==> src/rtl/sw_debounce.sv <==
// Per-bit switch conditioner: 2-flop synchroniser followed by a stability
// counter that commits a new level only after it has held for STABLE_CYCLES.
module sw_debounce #(
  parameter int unsigned N             = 10,
  parameter int unsigned STABLE_CYCLES = 16,
  parameter int unsigned CNT_W         = 5
) (
  input  logic         clk,
  input  logic         rst_n,
  input  logic [N-1:0] SW_raw,
  output logic [N-1:0] SW,
  output logic [N-1:0] changed_mask,
  output logic         changed
);

  localparam logic [CNT_W-1:0] CNT_LAST = CNT_W'(STABLE_CYCLES - 1);

  logic [N-1:0]            s1_q, s1_d;
  logic [N-1:0]            s2_q, s2_d;
  logic [N-1:0]            sw_q, sw_d;
  logic [N-1:0]            mask_q, mask_d;
  logic                    changed_q, changed_d;
  logic [N-1:0][CNT_W-1:0] cnt_q, cnt_d;

  always_comb begin
    s1_d   = SW_raw;
    s2_d   = s1_q;
    sw_d   = sw_q;
    mask_d = '0;
    cnt_d  = cnt_q;
    for (int unsigned i = 0; i < N; i++) begin
      // Any sample agreeing with the output restarts the stability window.
      if (s2_q[i] == sw_q[i]) begin
        cnt_d[i] = '0;
      end else if (cnt_q[i] == CNT_LAST) begin
        sw_d[i]   = s2_q[i];
        cnt_d[i]  = '0;
        mask_d[i] = 1'b1;
      end else begin
        cnt_d[i] = cnt_q[i] + 1'b1;
      end
    end
    changed_d = |mask_d;
  end

  always_ff @(posedge clk or negedge rst_n) begin
    if (!rst_n) begin
      s1_q      <= '0;
      s2_q      <= '0;
      sw_q      <= '0;
      mask_q    <= '0;
      changed_q <= 1'b0;
      cnt_q     <= '0;
    end else begin
      s1_q      <= s1_d;
      s2_q      <= s2_d;
      sw_q      <= sw_d;
      mask_q    <= mask_d;
      changed_q <= changed_d;
      cnt_q     <= cnt_d;
    end
  end

  assign SW           = sw_q;
  assign changed_mask = mask_q;
  assign changed      = changed_q;

endmodule

==> config.mk <==
export PLATFORM = sky130hd
export DESIGN_NAME = sw_debounce
export DESIGN_NICKNAME = d
export VERILOG_FILES = /design/src/rtl/sw_debounce.sv
export SDC_FILE = /design/constraint.sdc
export NUM_CORES = 1
export LEC_CHECK = 0
export BUFFER_PORTS_ARGS = -buffer_cell sky130_fd_sc_hd__buf_4
export CAP_MARGIN = 20
export CORE_ASPECT_RATIO = 0.7
export CORE_MARGIN = 2
export CORE_UTILIZATION = 40
export DETAILED_ROUTE_END_ITERATION = 8
export PLACE_DENSITY = 0.59
export SYNTH_ARGS = -nofsm -noshare
export SYNTH_HDL_FRONTEND = slang
export SYNTH_SLANG_ARGS = --single-unit
==> constraint.sdc <==
create_clock -name clk -period 2.1 [get_ports clk]
set_clock_uncertainty 0.05 [all_clocks]
set_input_delay 0.21 -clock clk [delete_from_list [all_inputs] [get_ports clk]]
set_output_delay 0.21 -clock clk [all_outputs]
set_load 0.01 [all_outputs]
==> results.md <==
* Chip height at 80.8 µm
* Peak VDD IR at 512 µV
* Post-DP HPWL at 3.71 mm
* Core box area at between 8000 and 9000 µm²
* Filler instances at 694
* Pint at 2.76 mW
* Power Dens Cells at about 850 nW/µm²
* Ports at 33
* Sw Pwr at between 0.7 and 0.8 mW
* Slew @ Worst Pin at 639 ps
* Worst-Skew Late Latency at around 340 ps
* Seq pwr share at 0.530
* Final period util at 0.862
* Gr usage total at 0.133
* Commonest non-fill, non-tap cell in the layout: dfrtp_1
* # setup viols final at 0
* Post-Syn Area per Cell at about 13 µm²
* RSZ-0062 raised after global routing: no
* Unique cell type count in the Yosys netlist at 13
* # DRC at 0
* Root Buffer: clkbuf_16
* CTS Buf Count at 9
* Crit-path max FO at 4
* Largest net degree at the start of global routing at 38
* P&R area growth vs syn at 23.1%
* GRT overflow at 0
* Wire per inst at 12.3 µm
* Critical path required time at 2240 ps
* Outcome: finished clean
* CP arrival at between 1500 and 2000 ps
* Clock sinks at 91
* P_leak at 2.11 nW
* Net Count, Synth at 285
* Cells after Synth at 263
* Layout cell share with drive strength beyond 1 at 0.154
* Yosys warning total at 0
* Sw Ratio at 0.216
* Initial core utilization at 0.421
* Register area at 2280 µm²
* Antenna violations before repair at 0
* CTS tree: yes
* Post-CTS Setup Inserts at 0
* Hold Crit Class: flop to flop
* First-pass GRT wire length at 9.20 mm
* Register area share after synthesis at 0.675
* Slew Limit Fails at 0
* Die span in x at around 110 µm
* Pwr Total at between 3 and 4 mW
* Cts repair resizes at 0
* Final Util at 0.518
* Diodes inserted at 0
* Setup TNS at 0 ps
* Vias in the first global route at 1922
* Drt total wl at 5.24 mm
* Max-slew headroom at 0.570
* Post-Syn Area at between 3000 and 4000 µm²
* Total number of vias at around 1900
* Peak Freq at 553 MHz
* Max_cap viols at 0
* Setup WS post-layout at 291 ps
* Footprint of the multi-input gates at 1060 µm²
* Die Area at 9190 µm²
* Tmin final at 1810 ps
* Leading cell types in the layout, fill and taps excluded: 91 x dfrtp_1, 49 x nor2_1, 35 x buf_4
* Num rows at 27
* Vias per cell at between 4 and 5
* First drt pass iteration count at 4
* Cells after DPL at around 400
* ANT nets after route at 0
* Iter 0 DRT Violations at between 60 and 70
* Final Hold Viols at 0
* Nets at 342
* Clock power frac at 0.419
* Port buffer count at 32
* CTS Hold Bufs at 11
* Finished Layout Cells at 425
* Critical path capture point type: flop
* Seq cells post-synth at 91
* Critical path class: flop to flop
* Kind of start point of the critical path: flop
* # H-tree levels at 3
* GP Congestion at ~0.72
* Pre-CTS setup slack at 364 ps
* Clock-pin slew on the worst setup and hold paths at 60 ps
* Combinational power share at 0.050
* CTS max path bufs at 2
power groups by stage:
stage               Sequential (mW)  Clock (mW)  Combinational (mW)
detailed placement             1.90           0               0.168
CTS                            1.87        1.54               0.185
floorplan                      1.89           0              0.0944
global placement               1.90           0               0.165
finish                         1.87        1.48               0.178
global route                   1.88        1.61               0.214
logic make-up after synthesis:
| kind of cell | synth area share |
|---|---|
| compound gates | 0.0148 |
| xor+xnor | 0.104 |
| fa+ha+maj | 0.0371 |
| buf+inv | 0.00891 |
| flops | 0.675 |
| mux | 0.0334 |
| simple gates | 0.127 |
cell type report:
cell class / instances / area share
Clock buffer: 11 / 0.0609
Clock inverter: 4 / 0.00633
Inverter: 8 / 0.00724
Multi-Input combinational cell: 164 / 0.257
Sequential cell: 91 / 0.549
Tap cell: 101 / 0.0304
Timing Repair Buffer: 46 / 0.0898
through the flow:
step / hold slack (ps) / instance area [µm²]
after floorplan: -136 / 3370
after global placement: 150 / 3760
after detailed placement: 150 / 3760
after CTS: 299 / 4150
after global routing: 305 / 4150
final: 296 / 4150
final timing paths:
| check | start | end | slack [ps] | cells after the start |
|---|---|---|---|---|
| setup / recovery | cnt_q[45] | changed | 290 | 5 |
| hold / removal | s1_q[5] | s2_q[5] | 300 | 0 |
| setup reg to reg | cnt_q[45] | changed | 290 | 5 |
| hold reg to reg | s1_q[5] | s2_q[5] | 300 | 0 |
| max in group asynchronous | rst_n | cnt_q[36] | 1010 | 3 |
| min in group asynchronous | rst_n | changed | 310 | 2 |
synthesized netlist by cell type:
library cell,number,area share
mux2_1,10,0.033
o21ai_1,10,0.015
inv_1,8,0.0089
nor2_1,49,0.055
xnor2_1,20,0.052
nor3_1,10,0.015
xor2_1,20,0.052
and3_1,10,0.019
nand3_1,21,0.031
dfrtp_1,91,0.68
and2_1,2,0.0037
ha_1,10,0.037
nor4_1,2,0.0037
flip-flops by register name (all words and copies together) (netlist names):
signal,count
changed_mask,10
changed,1
s1_q,10
SW,10
cnt_q,50
s2_q,10
worst max-delay path, cell delays in order (launching register included):
cell and delay, ps:
dfrtp_1 400, ha_1 230, nand3_1 160, nor3_1 90, nor4_1 580, nand3_1 150
routing by layer:
metal | track usage | vias up | part of all wire
met2 | 0.184 | 37 | 0.40
met5 | 0 | - | 0
met3 | 0.0552 | 8 | 0.058
met1 | 0.184 | 911 | 0.53
li1 | - | 980 | -
met4 | 0.0585 | 0 | 0.014
No activity file was read; power rests on OpenSTA's default activity.
